<file path="config.mk">
export PLATFORM = sky130hd
export DESIGN_NAME = writeback_arbiter_flat
export DESIGN_NICKNAME = d
export VERILOG_FILES = /design/src/rtl/writeback_arbiter_if.sv /design/src/rtl/writeback_arbiter.sv /design/src/flat_wrapper.sv
export SDC_FILE = /design/constraint.sdc
export NUM_CORES = 1
export LEC_CHECK = 0
export BUFFER_PORTS_ARGS = -buffer_cell sky130_fd_sc_hd__buf_2
export CAP_MARGIN = 20
export CORE_MARGIN = 4
export CORE_UTILIZATION = 60
export DETAILED_ROUTE_END_ITERATION = 16
export GPL_TIMING_DRIVEN = 0
export HOLD_SLACK_MARGIN = 0.06
export PLACE_DENSITY = 0.83
export SKIP_CTS_REPAIR_TIMING = 1
export SYNTH_ARGS = -nofsm -noshare
export SYNTH_HDL_FRONTEND = slang
export SYNTH_SLANG_ARGS = --single-unit
</file>
<file path="constraint.sdc">
create_clock -name clk -period 8.9 [get_ports clk]
set_input_delay 1.78 -clock clk [delete_from_list [all_inputs] [get_ports clk]]
set_output_delay 1.78 -clock clk [all_outputs]
set_load 0.02 [all_outputs]
</file>
<file path="src/rtl/writeback_arbiter_if.sv">
// writeback_arbiter_if: ALU/load result inputs and register-file write port of writeback_arbiter.
interface writeback_arbiter_if;
    logic        alu_valid;
    logic [3:0]  alu_addr;
    logic [31:0] alu_data;
    logic        mem_valid;
    logic        mem_ready;
    logic [3:0]  mem_addr;
    logic [31:0] mem_data;
    logic        writeEnable;
    logic [3:0]  writeAddr;
    logic [31:0] writeData;
    logic        stall_out;
    logic        illegal_wr;
    modport master (
        output alu_valid, alu_addr, alu_data, mem_valid, mem_addr, mem_data,
        input  mem_ready, writeEnable, writeAddr, writeData, stall_out, illegal_wr
    );
    modport slave (
        input  alu_valid, alu_addr, alu_data, mem_valid, mem_addr, mem_data,
        output mem_ready, writeEnable, writeAddr, writeData, stall_out, illegal_wr
    );
endinterface

</file>
<file path="src/rtl/writeback_arbiter.sv">
// writeback_arbiter: merges ALU results and FIFO-buffered load results onto the register-file write port.
// Defining WB_PERF_EN adds the stall_cycles and illegal_count counters.
module writeback_arbiter #(
    parameter int FIFO_DEPTH   = 4,
    parameter int STARVE_LIMIT = 3
) (
    input  logic               clk,
    input  logic               reset,
    writeback_arbiter_if.slave bus
`ifdef WB_PERF_EN
    ,
    output logic [15:0]        stall_cycles,
    output logic [7:0]         illegal_count
`endif
);
    localparam int AW = $clog2(FIFO_DEPTH);
    localparam int SW = $clog2(STARVE_LIMIT + 1);
    localparam logic [AW:0]   DEPTH = (AW + 1)'(FIFO_DEPTH);
    localparam logic [SW-1:0] LIMIT = SW'(STARVE_LIMIT);

    logic [35:0]   fifo_q [FIFO_DEPTH];
    logic [AW:0]   wr_q, wr_d, rd_q, rd_d, cnt_d;
    logic [SW-1:0] starve_q, starve_d;
    logic          stall_q, stall_d, we_q, we_d, ill_q, ill_d;
    logic [3:0]    addr_q, addr_d, sel_addr;
    logic [31:0]   data_q, data_d, sel_data;
    logic          full, head, push, pop, alu_win, sel;

    always_comb begin
        full     = (wr_q - rd_q) == DEPTH;
        head     = wr_q != rd_q;
        push     = bus.mem_valid && !full;
        alu_win  = bus.alu_valid && !stall_q;
        pop      = head && !alu_win;
        sel      = alu_win || pop;
        sel_addr = alu_win ? bus.alu_addr : fifo_q[rd_q[AW-1:0]][35:32];
        sel_data = alu_win ? bus.alu_data : fifo_q[rd_q[AW-1:0]][31:0];
        wr_d     = wr_q + (AW + 1)'(push);
        rd_d     = rd_q + (AW + 1)'(pop);
        cnt_d    = wr_d - rd_d;
        starve_d = (!head || pop) ? '0 : (starve_q == LIMIT ? starve_q : starve_q + 1'b1);
        stall_d  = cnt_d == DEPTH || starve_d == LIMIT;
        we_d     = sel && sel_addr < 4'd9;
        ill_d    = sel && sel_addr >= 4'd9;
        addr_d   = we_d ? sel_addr : addr_q;
        data_d   = we_d ? sel_data : data_q;
    end

    always_ff @(posedge clk) begin
        if (reset) begin
            wr_q     <= '0;
            rd_q     <= '0;
            starve_q <= '0;
            stall_q  <= 1'b0;
            we_q     <= 1'b0;
            ill_q    <= 1'b0;
            addr_q   <= '0;
            data_q   <= '0;
        end else begin
            wr_q     <= wr_d;
            rd_q     <= rd_d;
            starve_q <= starve_d;
            stall_q  <= stall_d;
            we_q     <= we_d;
            ill_q    <= ill_d;
            addr_q   <= addr_d;
            data_q   <= data_d;
        end
        // Storage needs no reset: the pointers define which slots are live.
        if (push) fifo_q[wr_q[AW-1:0]] <= {bus.mem_addr, bus.mem_data};
    end

    assign bus.mem_ready   = !full;
    assign bus.writeEnable = we_q;
    assign bus.writeAddr   = addr_q;
    assign bus.writeData   = data_q;
    assign bus.stall_out   = stall_q;
    assign bus.illegal_wr  = ill_q;

`ifdef WB_PERF_EN
    always_ff @(posedge clk) begin
        if (reset) begin
            stall_cycles  <= '0;
            illegal_count <= '0;
        end else begin
            if (stall_q && stall_cycles != '1) stall_cycles <= stall_cycles + 1'b1;
            if (ill_q && illegal_count != '1) illegal_count <= illegal_count + 1'b1;
        end
    end
`endif
endmodule

</file>
<file path="src/flat_wrapper.sv">
// flat-port wrapper written by rule: the top's interface ports become plain ports
module writeback_arbiter_flat 
#(
    parameter int FIFO_DEPTH   = 4,
    parameter int STARVE_LIMIT = 3
)
  (clk, reset, bus_alu_valid, bus_alu_addr, bus_alu_data, bus_mem_valid, bus_mem_addr, bus_mem_data, bus_mem_ready, bus_writeEnable, bus_writeAddr, bus_writeData, bus_stall_out, bus_illegal_wr);
  writeback_arbiter_if bus_i ();
  input  logic clk;
  input  logic reset;
  input wire logic [$bits(bus_i.alu_valid)-1:0] bus_alu_valid;
  input wire logic [$bits(bus_i.alu_addr)-1:0] bus_alu_addr;
  input wire logic [$bits(bus_i.alu_data)-1:0] bus_alu_data;
  input wire logic [$bits(bus_i.mem_valid)-1:0] bus_mem_valid;
  input wire logic [$bits(bus_i.mem_addr)-1:0] bus_mem_addr;
  input wire logic [$bits(bus_i.mem_data)-1:0] bus_mem_data;
  output wire logic [$bits(bus_i.mem_ready)-1:0] bus_mem_ready;
  output wire logic [$bits(bus_i.writeEnable)-1:0] bus_writeEnable;
  output wire logic [$bits(bus_i.writeAddr)-1:0] bus_writeAddr;
  output wire logic [$bits(bus_i.writeData)-1:0] bus_writeData;
  output wire logic [$bits(bus_i.stall_out)-1:0] bus_stall_out;
  output wire logic [$bits(bus_i.illegal_wr)-1:0] bus_illegal_wr;
  assign bus_i.alu_valid = bus_alu_valid;
  assign bus_i.alu_addr = bus_alu_addr;
  assign bus_i.alu_data = bus_alu_data;
  assign bus_i.mem_valid = bus_mem_valid;
  assign bus_i.mem_addr = bus_mem_addr;
  assign bus_i.mem_data = bus_mem_data;
  assign bus_mem_ready = bus_i.mem_ready;
  assign bus_writeEnable = bus_i.writeEnable;
  assign bus_writeAddr = bus_i.writeAddr;
  assign bus_writeData = bus_i.writeData;
  assign bus_stall_out = bus_i.stall_out;
  assign bus_illegal_wr = bus_i.illegal_wr;
  writeback_arbiter #(.FIFO_DEPTH(FIFO_DEPTH), .STARVE_LIMIT(STARVE_LIMIT)) u_core (.clk(clk), .reset(reset), .bus(bus_i));
endmodule
</file>
Word-level counts from Yosys, hierarchy flattened
Memory sizes are Yosys's and may differ from the RTL's. A register that Yosys moved wholly into a read port is not among the register bits.
Index checks and enable logic that the tools add are counted.
- output and inout port bits: 40
- input port bits: 76
- memories kept: 1
- bits in writable memories: 144
- register bits after elaboration: 47
- memories (memory ; depth ; bits a word ; read ports ; clocked after Yosys merged registers in ; write ports ; RTL line ; RTL):
    u_core.fifo_q ; 4 ; 36 ; 1 ; 1 ; 1 ; writeback_arbiter.sv:21 ; logic [35:0] fifo_q [FIFO_DEPTH];
- mux-type cells: 7
- $lt $le $gt $ge: 2
- reductions and logical operators: 12
- add/sub/neg operators: 5
- eq/ne operators: 5
- operators by type and width (kind ; count):
    32-bit two-way mux ; 1
    3-bit by 1-bit adder with 3-bit output ; 2
    3-bit equality test (second input constant) ; 2
    2-bit two-way mux ; 3
    3-bit subtractor ; 2
    1-bit logical AND ; 5
    2-bit equality test (second input constant) ; 2
    4-bit greater-or-equal comparator (second input constant) ; 1
    1-bit logical NOT ; 4
    4-bit less-than comparator (second input constant) ; 1
    4-bit two-way mux ; 1
    1-bit logical OR ; 3
    3-bit != test ; 1
    2-bit by 1-bit adder with 2-bit output (second input constant) ; 1
    1-bit two-way mux ; 2

Depth between registers and ports, before layout
- depth in word-level cells: 8
- gate-level depth with buffers: 18
- gate-level depth less buffers: 15

Worst setup path before layout
No wires, ideal clock.
- path kind: input-to-reg
- start point: input port bus_mem_valid
- end point: memory u_core.fifo_q[0][0], enable pin
- buffers on the path: 0
- library setup time: 0.474 ns
- path slack: 4.098 ns
- arrival time: 4.328 ns
- stages: 2
- cell sequence: nand2_1 nor3_1
- longest elaborated chain between the ends: 3
- RTL lines (item ; RTL line ; RTL):
    from (decl) ; flat_wrapper.sv:14 ; input wire logic [$bits(bus_i.mem_valid)-1:0] bus_mem_valid;
    1-bit logical AND ; writeback_arbiter.sv:32 ; push = bus.mem_valid && !full;
    1-bit two-way mux ; writeback_arbiter.sv:70 ; if (push) fifo_q[wr_q[AW-1:0]] <= {bus.mem_addr, bus.mem_data};
    1-bit two-way mux (implied by the code) ; writeback_arbiter.sv:70 ;
    to (decl) ; writeback_arbiter.sv:21 ;
No other way between the ends.

Worst setup path after layout
- start point: register u_core.rd_q[1]
- end point: output port bus_mem_ready
- longest elaborated chain between the ends: 3
- RTL lines (item ; RTL line ; RTL):
    from (decl) ; writeback_arbiter.sv:22 ; logic [AW:0] wr_q, wr_d, rd_q, rd_d, cnt_d;
    from (signal assigned) ; writeback_arbiter.sv:61 ; rd_q <= rd_d;
    3-bit subtractor ; writeback_arbiter.sv:30 ; full = (wr_q - rd_q) == DEPTH;
    3-bit equality test ; writeback_arbiter.sv:30 ;
    1-bit logical NOT ; writeback_arbiter.sv:73 ; assign bus.mem_ready = !full;
    to (decl) ; flat_wrapper.sv:17 ; output wire logic [$bits(bus_i.mem_ready)-1:0] bus_mem_ready;
No other way between the ends.

==> impl_metrics.py <==
metrics = {
    "sta": {
        "period_needed_ns": 4.05,
        "fmax_mhz": 247,
        "finalSetupViolCount": 0,
        "slew_headroom_pct": 33.4,
        "whs_ns": 0.461,
        "maxSlewViolCount": 0,
        "rsz0062_at_grt": "false",
        "worstMarginPinSlew_ns": 0.993,
        "setup_tns_ns": 0,
        "skew_ns": 0.00805,
        "final_hold_viol_count": 0,
        "post-route-period-util_pct": 45.5,
        "finalWorstSetupSlack_ns": 4.85,
    },
    "worst_setup_path": {
        "crit_arrival_ns": 2.27,
        "crit_required_ns": 7.12,
        "crit_family": "buffers and inverters",
        "cp_cell_sequence": "buf_6 > clkbuf_8 > buf_2 > inv_1 > ha_1 > nand2b_1 > xnor2_1 > nand3_1 > buf_2",
        "startpoint_type": "flop",
        "slowest_stage": "dfxtp_1",
        "cpMostUsedCell": "buf_2",
        "worst-path-buf-inv": 5,
        "slowest_delay_ns": 0.35,
        "crit_fanout": 10,
        "crit_type": "flop to output pin",
        "cp-end-kind": "output pin",
    },
    "drt": {
        "vias_per_cell": 5.71,
        "wire_per_inst_um": 20.3,
        "drc": 0,
        "drt_first_pass_iters": 5,
        "postRouteAntennaNets": 0,
        "routed_wl_mm": 16.9,
        "vias": 4763,
        "drt_iter0_drc": 358,
    },
    "placement": {
        "io_buffers": 114,
        "dp_hpwl_mm": 11.1,
        "place_area_mm2": 0.00874,
        "place_congestion": 0.795,
        "place_inst": 802,
        "pre_cts_ws_ns": 4.58,
    },
    "finish": {
        "n_fill_cell": 783,
        "final_util_pct": 74.6,
        "antenna_cells": 0,
        "final_common_cell": "edfxtp_1",
        "fin_area_mm2": 0.00945,
        "instances_no_fill": 834,
        "syn2layout_area_growth_pct": 20.9,
        "drive_gt1_share_pct": 37.6,
        "most-common-layout-cells": "edfxtp_1 (144), buf_2 (121), nand2_1 (72)",
        "final_nets": 733,
    },
    "synth": {
        "syn_avg_cell_area_um2": 15.4,
        "mappedNetlistArea_mm2": 0.00782,
        "synth.ff_latch_count": 191,
        "ys_warn_count": 0,
        "yosysSeqAreaShare_pct": 67.4,
        "syn-num-nets": 591,
        "ys_types": 41,
        "synthCells": 507,
    },
    "clock_tree": {
        "clockRootBuffer": "clkbuf_16",
        "clock_path_buffers": 2,
        "cts_tree": "yes",
        "cts_max_level": 4,
        "cts.sink_count": 191,
        "clk_latency_ns": 0.43,
        "cts_buffers": 17,
        "clk_pin_slew_worst_paths_ns": 0.06,
    },
    "grt": {
        "grt_overflow": 0,
        "grt_pass1_wl_mm": 26.5,
        "grt_pass1_vias": 4922,
        "antenna_found_initial": 0,
        "grt_max_degree": 27,
        "grt_usage_pct": 24.1,
    },
    "die": {
        "rows": 41,
        "io_pins": 116,
        "core_area_mm2": 0.0127,
        "die_w_um": 122,
        "die_area_mm2": 0.0149,
        "die_h_um": 122,
        "start_util_pct": 61.7,
    },
    "power": {
        "p_per_area_mw_per_mm2": 304,
        "cellLeakagePower_nw": 3.59,
        "finalPower_mw": 2.87,
        "peakVddDrop_mv": 0.199,
    },
    "worst_hold_path": {
        "hold_class": "flop to flop",
    },
    "outcome": {
        "status": "completed",
    },
    "run": {
        "cap_violations": 0,
    },
}
[cells in the mapped netlist (all sizes together)]
master   number  area share (%)
nor3          6            0.45
a21oi        36             2.3
or2           1           0.080
nor2b        38             3.0
clkbuf       12            0.70
ha            8             1.3
nand2b        3            0.24
o211ai        1           0.096
o21bai        1            0.24
buf          18             1.6
o22ai         1            0.16
o31ai         1           0.096
nand3         6            0.38
a21boi        1           0.096
a32oi         1            0.11
xnor2         5            0.56
mux2         35             5.2
a211oi        1           0.096
dfxtp        47              12
mux4         34             9.8
nor4          1           0.080
and3          2            0.16
edfxtp      144              55
a31oi         1           0.080
o21ai         1           0.064
a311oi        1            0.11
nor2         12            0.58
nand2        72             3.5
a2111oi       1            0.11
o2111ai       1            0.11
xor2          2            0.32
inv           8            0.38
mux2i         4            0.51
nor3b         1           0.096
[worst paths after layout]
| check | startpoint | to | slack, ns | depth (start not counted) |
|---|---|---|---|---|
| min reg2reg | u_core.bus.writeAddr[3] | u_core.bus.writeAddr[3] | 0.46 | 2 |
| min | u_core.bus.writeAddr[3] | u_core.bus.writeAddr[3] | 0.46 | 2 |
| max reg2reg | u_core.rd_q[1] | u_core.bus.stall_out | 5.50 | 18 |
| max | u_core.rd_q[1] | bus_mem_ready | 4.85 | 9 |
[cell type report]
class                      instances  area, µm²  share of cell area (%)
sequential                       191       5270                    55.7
multi-input combinational        278       2350                    24.9
timing repair buffer             123        693                    7.33
clock buffer                      17        425                    4.50
clock inverter                    15        288                    3.05
tap                              172        215                    2.28
buffer                            30        180                    1.91
inverter                           8       30.0                   0.318
[power breakdown]
group | switching (mW) | internal, mW
combinational | 0.436 | 0.381
sequential | 0.0492 | 1.10
clock | 0.320 | 0.583
total | 0.805 | 2.06
[cells by family (layout without fill, tap and decap cells)]
kind of cell,Yosys count,count (layout),share of synthesized area [%]
buffers and inverters,38,193,2.69
and+or+nand+nor,142,142,8.56
AOI/OAI and AO/OA,48,48,3.68
DFF,191,191,67.4
adders and majority gates,8,8,1.28
xor gates and xnor gates,7,7,0.880
muxes,73,73,15.5
[state kept, by name (all words and copies together) (netlist names), 2 cells and up]
name / cells
u_core.bus.writeData: 32
u_core.fifo_q: 144
u_core.rd_q: 3
u_core.wr_q: 3
u_core.starve_q: 2
u_core.bus.writeAddr: 4
[routing by layer]
layer / track usage (%) / share of wire, %
met1: 30.7 / 40
met5: 0 / 0
met3: 5.76 / 6.2
met2: 41.1 / 52
met4: 7.63 / 1.7
[worst register-to-register path, stage by stage, from the launching register on]
cell      delay (ns)
dfxtp_1         0.35
buf_6           0.15
clkbuf_8        0.18
buf_2           0.30
inv_1           0.09
ha_1            0.21
nand2b_1        0.16
xnor2_1         0.15
nand3_1         0.11
nand2_1         0.15
inv_1           0.09
ha_1            0.19
ha_1            0.31
ha_1            0.22
nor2b_1         0.13
xnor2_1         0.15
xnor2_1         0.08
a32oi_1         0.21
nor2_1          0.06
Note: power is estimated with default switching activity, not from simulation.
